==> src/rtl/uart_frame_parser.sv <==
// Frame decoder for the PC link: parses SYNC|CMD|LEN|PAYLOAD|CSUM frames from uart_rx,
// streams payload bytes out, and queues a one-byte ACK/NACK for uart_tx.
module uart_frame_parser #(
  parameter logic [7:0] SYNC_BYTE   = 8'hA5,
  parameter logic [7:0] ACK_BYTE    = 8'hAB,
  parameter logic [7:0] NACK_BYTE   = 8'hEE,
  parameter int         MAX_LEN     = 64,
  parameter int         TIMEOUT_CYC = 50000
) (
  input  logic       clk,
  input  logic       reset,
  input  logic [7:0] rx_data,
  input  logic       rx_ready,
  input  logic       tx_busy,
  output logic [7:0] tx_data,
  output logic       tx_start,
  output logic [7:0] cmd,
  output logic [7:0] pl_data,
  output logic [7:0] pl_index,
  output logic       pl_valid,
  output logic       frame_ok,
  output logic       frame_err,
  output logic [1:0] err_code
);

  localparam int TW = $clog2(TIMEOUT_CYC + 1);

  typedef enum logic [2:0] {S_IDLE, S_CMD, S_LEN, S_PAYLOAD, S_CSUM} state_t;

  state_t        state_q, state_d;
  logic [7:0]    csum_q, csum_d;
  logic [7:0]    len_q, len_d;
  logic [7:0]    idx_q, idx_d;
  logic [TW-1:0] tmo_q, tmo_d;
  logic [7:0]    cmd_q, cmd_d;
  logic [7:0]    pl_data_q, pl_data_d;
  logic [7:0]    pl_index_q, pl_index_d;
  logic          pl_valid_q, pl_valid_d;
  logic          ok_q, ok_d;
  logic          err_q, err_d;
  logic [1:0]    code_q, code_d;
  logic          pend_q, pend_d;
  logic [7:0]    resp_q, resp_d;
  logic [7:0]    tx_data_q, tx_data_d;
  logic          tx_start_q, tx_start_d;
  logic [1:0]    hold_q, hold_d;

  logic          queue_ev;
  logic [7:0]    queue_byte;
  logic          tmo_expire;

  // A byte arriving on the expiry cycle takes priority over the timeout.
  assign tmo_expire = (state_q != S_IDLE) && !rx_ready && (tmo_q == TW'(TIMEOUT_CYC - 1));

  always_comb begin
    state_d    = state_q;
    csum_d     = csum_q;
    len_d      = len_q;
    idx_d      = idx_q;
    tmo_d      = tmo_q;
    cmd_d      = cmd_q;
    pl_data_d  = pl_data_q;
    pl_index_d = pl_index_q;
    pl_valid_d = 1'b0;
    ok_d       = 1'b0;
    err_d      = 1'b0;
    code_d     = code_q;
    queue_ev   = 1'b0;
    queue_byte = NACK_BYTE;

    if (rx_ready) begin
      tmo_d = '0;
      case (state_q)
        S_IDLE: if (rx_data == SYNC_BYTE) state_d = S_CMD;
        S_CMD: begin
          cmd_d   = rx_data;
          csum_d  = rx_data;
          state_d = S_LEN;
        end
        S_LEN: begin
          csum_d = csum_q ^ rx_data;
          len_d  = rx_data;
          if (rx_data > 8'(MAX_LEN)) begin
            err_d    = 1'b1;
            code_d   = 2'b10;
            queue_ev = 1'b1;
            state_d  = S_IDLE;
          end else if (rx_data == 8'd0) begin
            state_d = S_CSUM;
          end else begin
            idx_d   = 8'd0;
            state_d = S_PAYLOAD;
          end
        end
        S_PAYLOAD: begin
          pl_data_d  = rx_data;
          pl_index_d = idx_q;
          pl_valid_d = 1'b1;
          csum_d     = csum_q ^ rx_data;
          idx_d      = idx_q + 8'd1;
          if (idx_q == len_q - 8'd1) state_d = S_CSUM;
        end
        S_CSUM: begin
          queue_ev = 1'b1;
          if (rx_data == csum_q) begin
            ok_d       = 1'b1;
            queue_byte = ACK_BYTE;
          end else begin
            err_d  = 1'b1;
            code_d = 2'b01;
          end
          state_d = S_IDLE;
        end
        default: state_d = S_IDLE;
      endcase
    end else if (state_q != S_IDLE) begin
      if (tmo_expire) begin
        err_d    = 1'b1;
        code_d   = 2'b11;
        queue_ev = 1'b1;
        tmo_d    = '0;
        state_d  = S_IDLE;
      end else begin
        tmo_d = tmo_q + TW'(1);
      end
    end
  end

  // Response path: one pending slot, latest response wins, 2-cycle holdoff after a start.
  always_comb begin
    pend_d     = pend_q;
    resp_d     = resp_q;
    tx_data_d  = tx_data_q;
    tx_start_d = 1'b0;
    hold_d     = (hold_q == 2'd0) ? 2'd0 : hold_q - 2'd1;
    if (pend_q && !tx_busy && (hold_q == 2'd0)) begin
      tx_start_d = 1'b1;
      tx_data_d  = resp_q;
      pend_d     = 1'b0;
      hold_d     = 2'd2;
    end
    if (queue_ev) begin
      pend_d = 1'b1;
      resp_d = queue_byte;
    end
  end

  always_ff @(posedge clk or posedge reset) begin
    if (reset) begin
      state_q    <= S_IDLE;
      csum_q     <= '0;
      len_q      <= '0;
      idx_q      <= '0;
      tmo_q      <= '0;
      cmd_q      <= '0;
      pl_data_q  <= '0;
      pl_index_q <= '0;
      pl_valid_q <= 1'b0;
      ok_q       <= 1'b0;
      err_q      <= 1'b0;
      code_q     <= '0;
      pend_q     <= 1'b0;
      resp_q     <= '0;
      tx_data_q  <= '0;
      tx_start_q <= 1'b0;
      hold_q     <= '0;
    end else begin
      state_q    <= state_d;
      csum_q     <= csum_d;
      len_q      <= len_d;
      idx_q      <= idx_d;
      tmo_q      <= tmo_d;
      cmd_q      <= cmd_d;
      pl_data_q  <= pl_data_d;
      pl_index_q <= pl_index_d;
      pl_valid_q <= pl_valid_d;
      ok_q       <= ok_d;
      err_q      <= err_d;
      code_q     <= code_d;
      pend_q     <= pend_d;
      resp_q     <= resp_d;
      tx_data_q  <= tx_data_d;
      tx_start_q <= tx_start_d;
      hold_q     <= hold_d;
    end
  end

  assign tx_data   = tx_data_q;
  assign tx_start  = tx_start_q;
  assign cmd       = cmd_q;
  assign pl_data   = pl_data_q;
  assign pl_index  = pl_index_q;
  assign pl_valid  = pl_valid_q;
  assign frame_ok  = ok_q;
  assign frame_err = err_q;
  assign err_code  = code_q;

endmodule

==> config.mk <==
export PLATFORM = sky130hd
export DESIGN_NAME = uart_frame_parser
export DESIGN_NICKNAME = d
export VERILOG_FILES = /design/src/rtl/uart_frame_parser.sv
export SDC_FILE = /design/constraint.sdc
export NUM_CORES = 1
export LEC_CHECK = 0
export CAP_MARGIN = 20
export CORE_UTILIZATION = 55
export DETAILED_ROUTE_END_ITERATION = 8
export GPL_TIMING_DRIVEN = 1
export HOLD_SLACK_MARGIN = 0.02
export PLACE_DENSITY = 0.79
export SETUP_SLACK_MARGIN = 0.05
export SLEW_MARGIN = 20
export SYNTH_ARGS = -nofsm -noshare
export SYNTH_HDL_FRONTEND = slang
export SYNTH_SLANG_ARGS = --single-unit
==> constraint.sdc <==
create_clock -name clk -period 4.85 [get_ports clk]
set_input_delay 1.2125 -clock clk [delete_from_list [all_inputs] [get_ports clk]]
set_output_delay 1.2125 -clock clk [all_outputs]
set_load 0.1 [all_outputs]
* Word level (Yosys, flattened, before mapping)
Cells that the tools add are included.
** Word-level totals
- Output and inout bits :: 38
- Register bits after elaboration :: 92
- Bits of input ports :: 12
- Logic and storage cells :: 103
** Operators by class
- Bitwise gates (word level) :: 1
- Equal/unequal tests :: 15
- Mux-type cells :: 42
- Reduce and logical (&&, ||, !) cells :: 23
- Magnitude comparators :: 1
- Add/subtract/negate cells :: 4
** Operators with widths (count)
- two-way mux 16 bit :: 3
- one-hot mux 8 bit (2 select lines) :: 2
- two-way mux 3 bit :: 7
- two-way mux 7 bit :: 3
- adder 16 x 1 -> 16 bit, second input constant :: 1
- equality test 16 bit, second input constant :: 1
- equality test 8 bit :: 2
- two-way mux 8 bit :: 2
- two-way mux 1 bit :: 14
- two-way mux 2 bit :: 7
- != test 3 bit, second input constant :: 4
- one-hot mux 3 bit (4 select lines) :: 1
- nonzero test 2 bit :: 5
- adder 8 x 1 -> 8 bit, second input constant :: 1
- equality test 8 bit, second input constant :: 1
- greater-than comparator 8 x 7 -> 1 bit, second input constant :: 1
- logical NOT 8 bit :: 1
- AND reduction 2 bit :: 4
- AND reduction 4 bit :: 2
- subtractor 8 x 1 -> 8 bit, second input constant :: 1
- XOR 8 bit :: 1
- equality test 3 x 2 -> 1 bit, second input constant :: 2
- AND reduction 5 bit :: 1
- logical AND 1 bit :: 4
- other kinds (12) :: 15

* Depth between registers and ports, before layout
- Depth after elaboration :: 7
- Mapped depth :: 7
- Gate-level depth less buffers :: 7

* Least setup slack after synthesis
Ideal clock, no wire load.
- Path type :: input -> register
- Start point :: input port rx_data[1]
- End point :: register idx_q[3]
- Data required time :: 4.732 ns
- Path slack :: 2.080 ns
- Library setup time :: 0.118 ns
- Data arrival time :: 2.652 ns
- Buffers on the path :: 1
- Cell stages on the path :: 6
- Cell sequence :: or3_4 > o21a_1 > o31a_1 > buf_6 > a211o_1 > a21o_1
** On the way
- Cells in the longest elaborated chain, start to end :: 3
- Elaborated cells between the ends (all ways) :: 5
- Those cells by class :: 1 x order compare; 2 x eq/ne; 2 x reduce/logical
** RTL lines
- start: declaration :: RTL line 12 : input logic [7:0] rx_data,
- greater-than comparator 8 x 7 -> 1 bit or logical NOT 8 bit (tied branches) :: RTL line 83, 88
- != test 2 bit (no source line)
- AND reduction 4 bit (no source line) (*)
- end signal: assignment :: RTL line 171 : idx_q <= idx_d;
- end: declaration :: RTL line 33 : logic [7:0] idx_q, idx_d;
Mark *: on every way between the ends. The rest lies on a longest branch, timed or not.
A chain may end at the register's enable or synchronous reset.

* Worst setup path after layout
- Start point :: input port rx_ready
- End point :: register idx_q[6]
** On the way
- Cells in the longest elaborated chain, start to end :: 1
** RTL lines
- start: declaration :: RTL line 13 : input logic rx_ready,
- AND reduction 4 bit (no source line)
Every way passes these cells.

==> metrics.log <==
[metrics] result of the run: finished, final reports clean
[metrics] post-synthesis register bit count: 82
[metrics] element type at the critical path start: input pin
[metrics] overall via count from detail_route: 3051
[metrics] n_diodes: 0
[metrics] highest cell delay on the worst timing path: 0.77 ns
[metrics] Worst-Skew Late Latency: 0.35 ns
[metrics] per-instance average area after synthesis: 9.94 sq um
[metrics] 1st-pass router iterations: 5
[metrics] Setup WS post-layout: 1.28 ns
[metrics] post-synthesis instance area: 4000 sq um
[metrics] fraction of the yosys area taken by sequential cells: 51.2%
[metrics] aggregate global-route resource usage: 24.4%
[metrics] TritonCTS sink count: 82
[metrics] Yosys warnings: 0
[metrics] switching fraction of total power: 46.9%
[metrics] wire length of the first global-routing pass: 14000 um
[metrics] async set-or-reset flop fraction in the synthesized netlist: 100%
[metrics] shortest period the worst path allows: 3.57 ns
[metrics] Max VDD drop: 529 uV
[metrics] Die W: 87.3 um
[metrics] Site Rows: 30
[metrics] Post-DP HPWL: 5630 um
[metrics] most numerous cell in the Yosys netlist: sky130_fd_sc_hd__nand2_1
[metrics] signed area change from the synthesized netlist to the final layout: 19.0%
[metrics] count of boundary I/O pins: 50
[metrics] drc violations: 0
[metrics] post-layout total power: 3260 uW
[metrics] most frequent cells after synthesis: sky130_fd_sc_hd__nand2_1 (83), sky130_fd_sc_hd__dfrtp_1 (82), sky130_fd_sc_hd__nor2_1 (21), sky130_fd_sc_hd__o21ai_0 (21), sky130_fd_sc_hd__xnor2_1 (19)
[metrics] count of port buffers added during placement: 48
[metrics] critical path class: input pin to flop
[metrics] per-cell routed wire length: 15.7 um
[metrics] CP required: 5.12 ns
[metrics] die area: 7620 sq um
[metrics] Max clock buf depth: 2
[metrics] arrival time worst endpoint: 3.85 ns
[metrics] capturing element type of the critical path: flop
[metrics] tightest slew margin relative to the limit: 33.9%
[metrics] cts bufs inserted: 9
[metrics] static leakage: 0.00203 uW
[metrics] vias per cell: 5.64
[metrics] Util after Layout: 69.0%
[metrics] fraction of final layout cells with drive strength greater than 1: 9.89%
[metrics] floorplan core area: 6910 sq um
[metrics] post-cts hold buffer count: 0
[metrics] Die Y-Extent: 87.3 um
[metrics] largest net degree at the start of global routing: 48
[metrics] total setup buffers inserted after CTS: 0
[metrics] crit share post-route: 73.7%
[metrics] Reg power frac: 32.4%
[metrics] total congestion overflow after global routing: 0
[metrics] multi-input logic area: 1790 sq um
[metrics] post-CTS resize count: 0
[metrics] Top delay family on crit path: buffers and inverters
[metrics] setup repair after global routing missed its margin: no
[metrics] cell types occupying the most area after synthesis: sky130_fd_sc_hd__dfrtp_1 (51%), sky130_fd_sc_hd__nand2_1 (7.8%), sky130_fd_sc_hd__mux2_2 (4.2%)
[metrics] slew at the pin closest to its max-slew limit: 0.989 ns
[metrics] clock share of power: 19.7%
[metrics] library cells used by synthesis: 55
[metrics] Hold Crit Class: flop to flop
[metrics] Yosys top cell by area: sky130_fd_sc_hd__dfrtp_1
[metrics] TritonCTS clock tree: done
[metrics] H-tree lvl count: 3
[metrics] number of enable flip-flop cells after synthesis: 0
[metrics] Clock Skews: 0.00863 ns
[metrics] routed wire length: 8470 um
[metrics] Achievable Freq: 0.280 GHz
[metrics] cell-by-cell listing of the critical path: clkdlybuf4s50_1 > nand3b_1 > or2_2 > inv_1 > nand4_1 > o21ai_0
[metrics] remaining antenna violation count after routing: 0
[metrics] clock tree root driver cell: sky130_fd_sc_hd__clkbuf_8
[metrics] number of standard cells after synthesis: 403
[metrics] number of antenna violations at the first check in global routing: 0
[metrics] number of max-capacitance violations reported: 0
[metrics] fill cell total of the finished layout: 524
[metrics] number of pins exceeding their max-slew limit in the final report: 0
[metrics] total count of hold-check failures in the final report: 0
[metrics] cell-internal power: 1730 uW
[metrics] drt initial violations: 182
[metrics] accumulated negative setup slack: 0 ns
[metrics] net count after synthesis: 418
[metrics] area share of the leading cell type in the synthesized netlist: 51.2%
[metrics] slowest cell on the critical path: sky130_fd_sc_hd__clkdlybuf4s50_1
[metrics] total power density per cell area: 684 nW/um^2
[metrics] number of endpoints failing setup at the final stage: 0
[metrics] CP Buf/Inv Count: 2
[metrics] storage element area: 2050 sq um
[metrics] effective utilization at floorplan: 58.0%
[metrics] net switching power: 1530 uW
[metrics] weighted congestion reported at the end of routability-driven placement: 0.865
[metrics] predominant post-synthesis flop cell: sky130_fd_sc_hd__dfrtp_1
[metrics] count of nets after finishing: 455
[metrics] critical path fanouts, max: 21
[metrics] part of the total power dissipated in combinational logic: 48.0%
[metrics] clock transition at the registers of the reported paths: 0.08 ns
[metrics] pre-CTS setup slack: 0.954 ns
[metrics] via count of the first global-routing pass: 2863
-- final cells by class --
cell class	instances	area share, %
multi-input cells	286	37.6
clock inverters	7	2.97
repair buffers	50	10.4
flip-flops and latches	82	43.1
well taps	96	2.52
inverters	11	0.893
clock buffers	9	2.60
-- path summary, 6_finish.rpt --
check / startpoint / to / slack [ns] / cells past startpoint
worst min-delay path: hold_q[0]$_DFF_PP0_ / hold_q[0]$_DFF_PP0_ / 0.46 / 1
min in group asynchronous: reset / pl_valid$_DFF_PP0_ / 1.31 / 2
worst max-delay path: rx_ready / idx_q[6]$_DFFE_PP0P_ / 1.28 / 6
worst max register to register: state_q[1]$_DFFE_PP0P_ / idx_q[6]$_DFFE_PP0P_ / 2.40 / 5
max in group asynchronous: reset / cmd[7]$_DFFE_PP0P_ / 2.59 / 3
worst min register to register: hold_q[0]$_DFF_PP0_ / hold_q[0]$_DFF_PP0_ / 0.46 / 1
-- through the flow --
step / std cells / area [sq um] / hold slack, ns
4_1_cts: 541 / 4760 / 0.467
2_1_floorplan: 403 / 4000 / 0.426
3_5_place_dp: 525 / 4500 / 0.454
6_report: 541 / 4760 / 0.460
5_1_grt: 541 / 4760 / 0.481
3_3_place_gp: 525 / 4500 / 0.445
-- registers in the layout (all words and copies together) (netlist names), 2 cells and up --
register	flops
err_code	2
resp_q	3
state_q	3
pl_data	8
cmd	8
pl_index	8
csum_q	8
tmo_q	16
hold_q	2
len_q	8
idx_q	8
tx_data	3
-- power groups by stage --
stage	Combinational [uW]	Sequential [uW]	Clock (uW)
2_1_floorplan	614	1680	0
3_3_place_gp	1530	1060	0
3_5_place_dp	1560	1070	0
4_1_cts	1570	1060	648
5_1_grt	1660	1090	679
6_report	1560	1060	641
-- layer usage --
| metal | vias to the layer above | GRT usage, % | share of wire (%) |
|---|---|---|---|
| met3 | 9 | 4.27 | 5.4 |
| met5 | - | 0 | 0 |
| met2 | 94 | 37.9 | 47 |
| met4 | 0 | 10.1 | 1.2 |
| li1 | 1462 | - | - |
| met1 | 1486 | 34.0 | 47 |
-- cell usage in the layout, fill, tap and decap left out, types with 4 or more instances in the layout --
cell type and count:
sky130_fd_sc_hd__nand3_1 9, sky130_fd_sc_hd__inv_1 10, sky130_fd_sc_hd__or3_1 9, sky130_fd_sc_hd__clkbuf_8 9, sky130_fd_sc_hd__a31oi_1 5, sky130_fd_sc_hd__bufinv_16 4, sky130_fd_sc_hd__clkdlybuf4s50_1 48, sky130_fd_sc_hd__nand2_1 83
sky130_fd_sc_hd__nor4_1 5, sky130_fd_sc_hd__xor2_1 16, sky130_fd_sc_hd__xnor2_1 19, sky130_fd_sc_hd__nor3_1 8, sky130_fd_sc_hd__mux2_2 15, sky130_fd_sc_hd__nor2_1 21, sky130_fd_sc_hd__nand4_1 7, sky130_fd_sc_hd__nand2b_1 5
sky130_fd_sc_hd__o21ai_0 21, sky130_fd_sc_hd__dfrtp_1 82, sky130_fd_sc_hd__o31ai_1 7
-- cells by family after synthesis --
group / Yosys count / share of synthesized area (%)
compound gates: 62 / 11.2
xor+xnor: 35 / 7.66
fa+ha+maj: 3 / 0.938
buf+inv: 35 / 4.06
flops: 82 / 51.3
mux: 15 / 4.22
other cells: 1 / 0.0937
simple gates: 170 / 20.6
(Power assumes the default switching activity.)
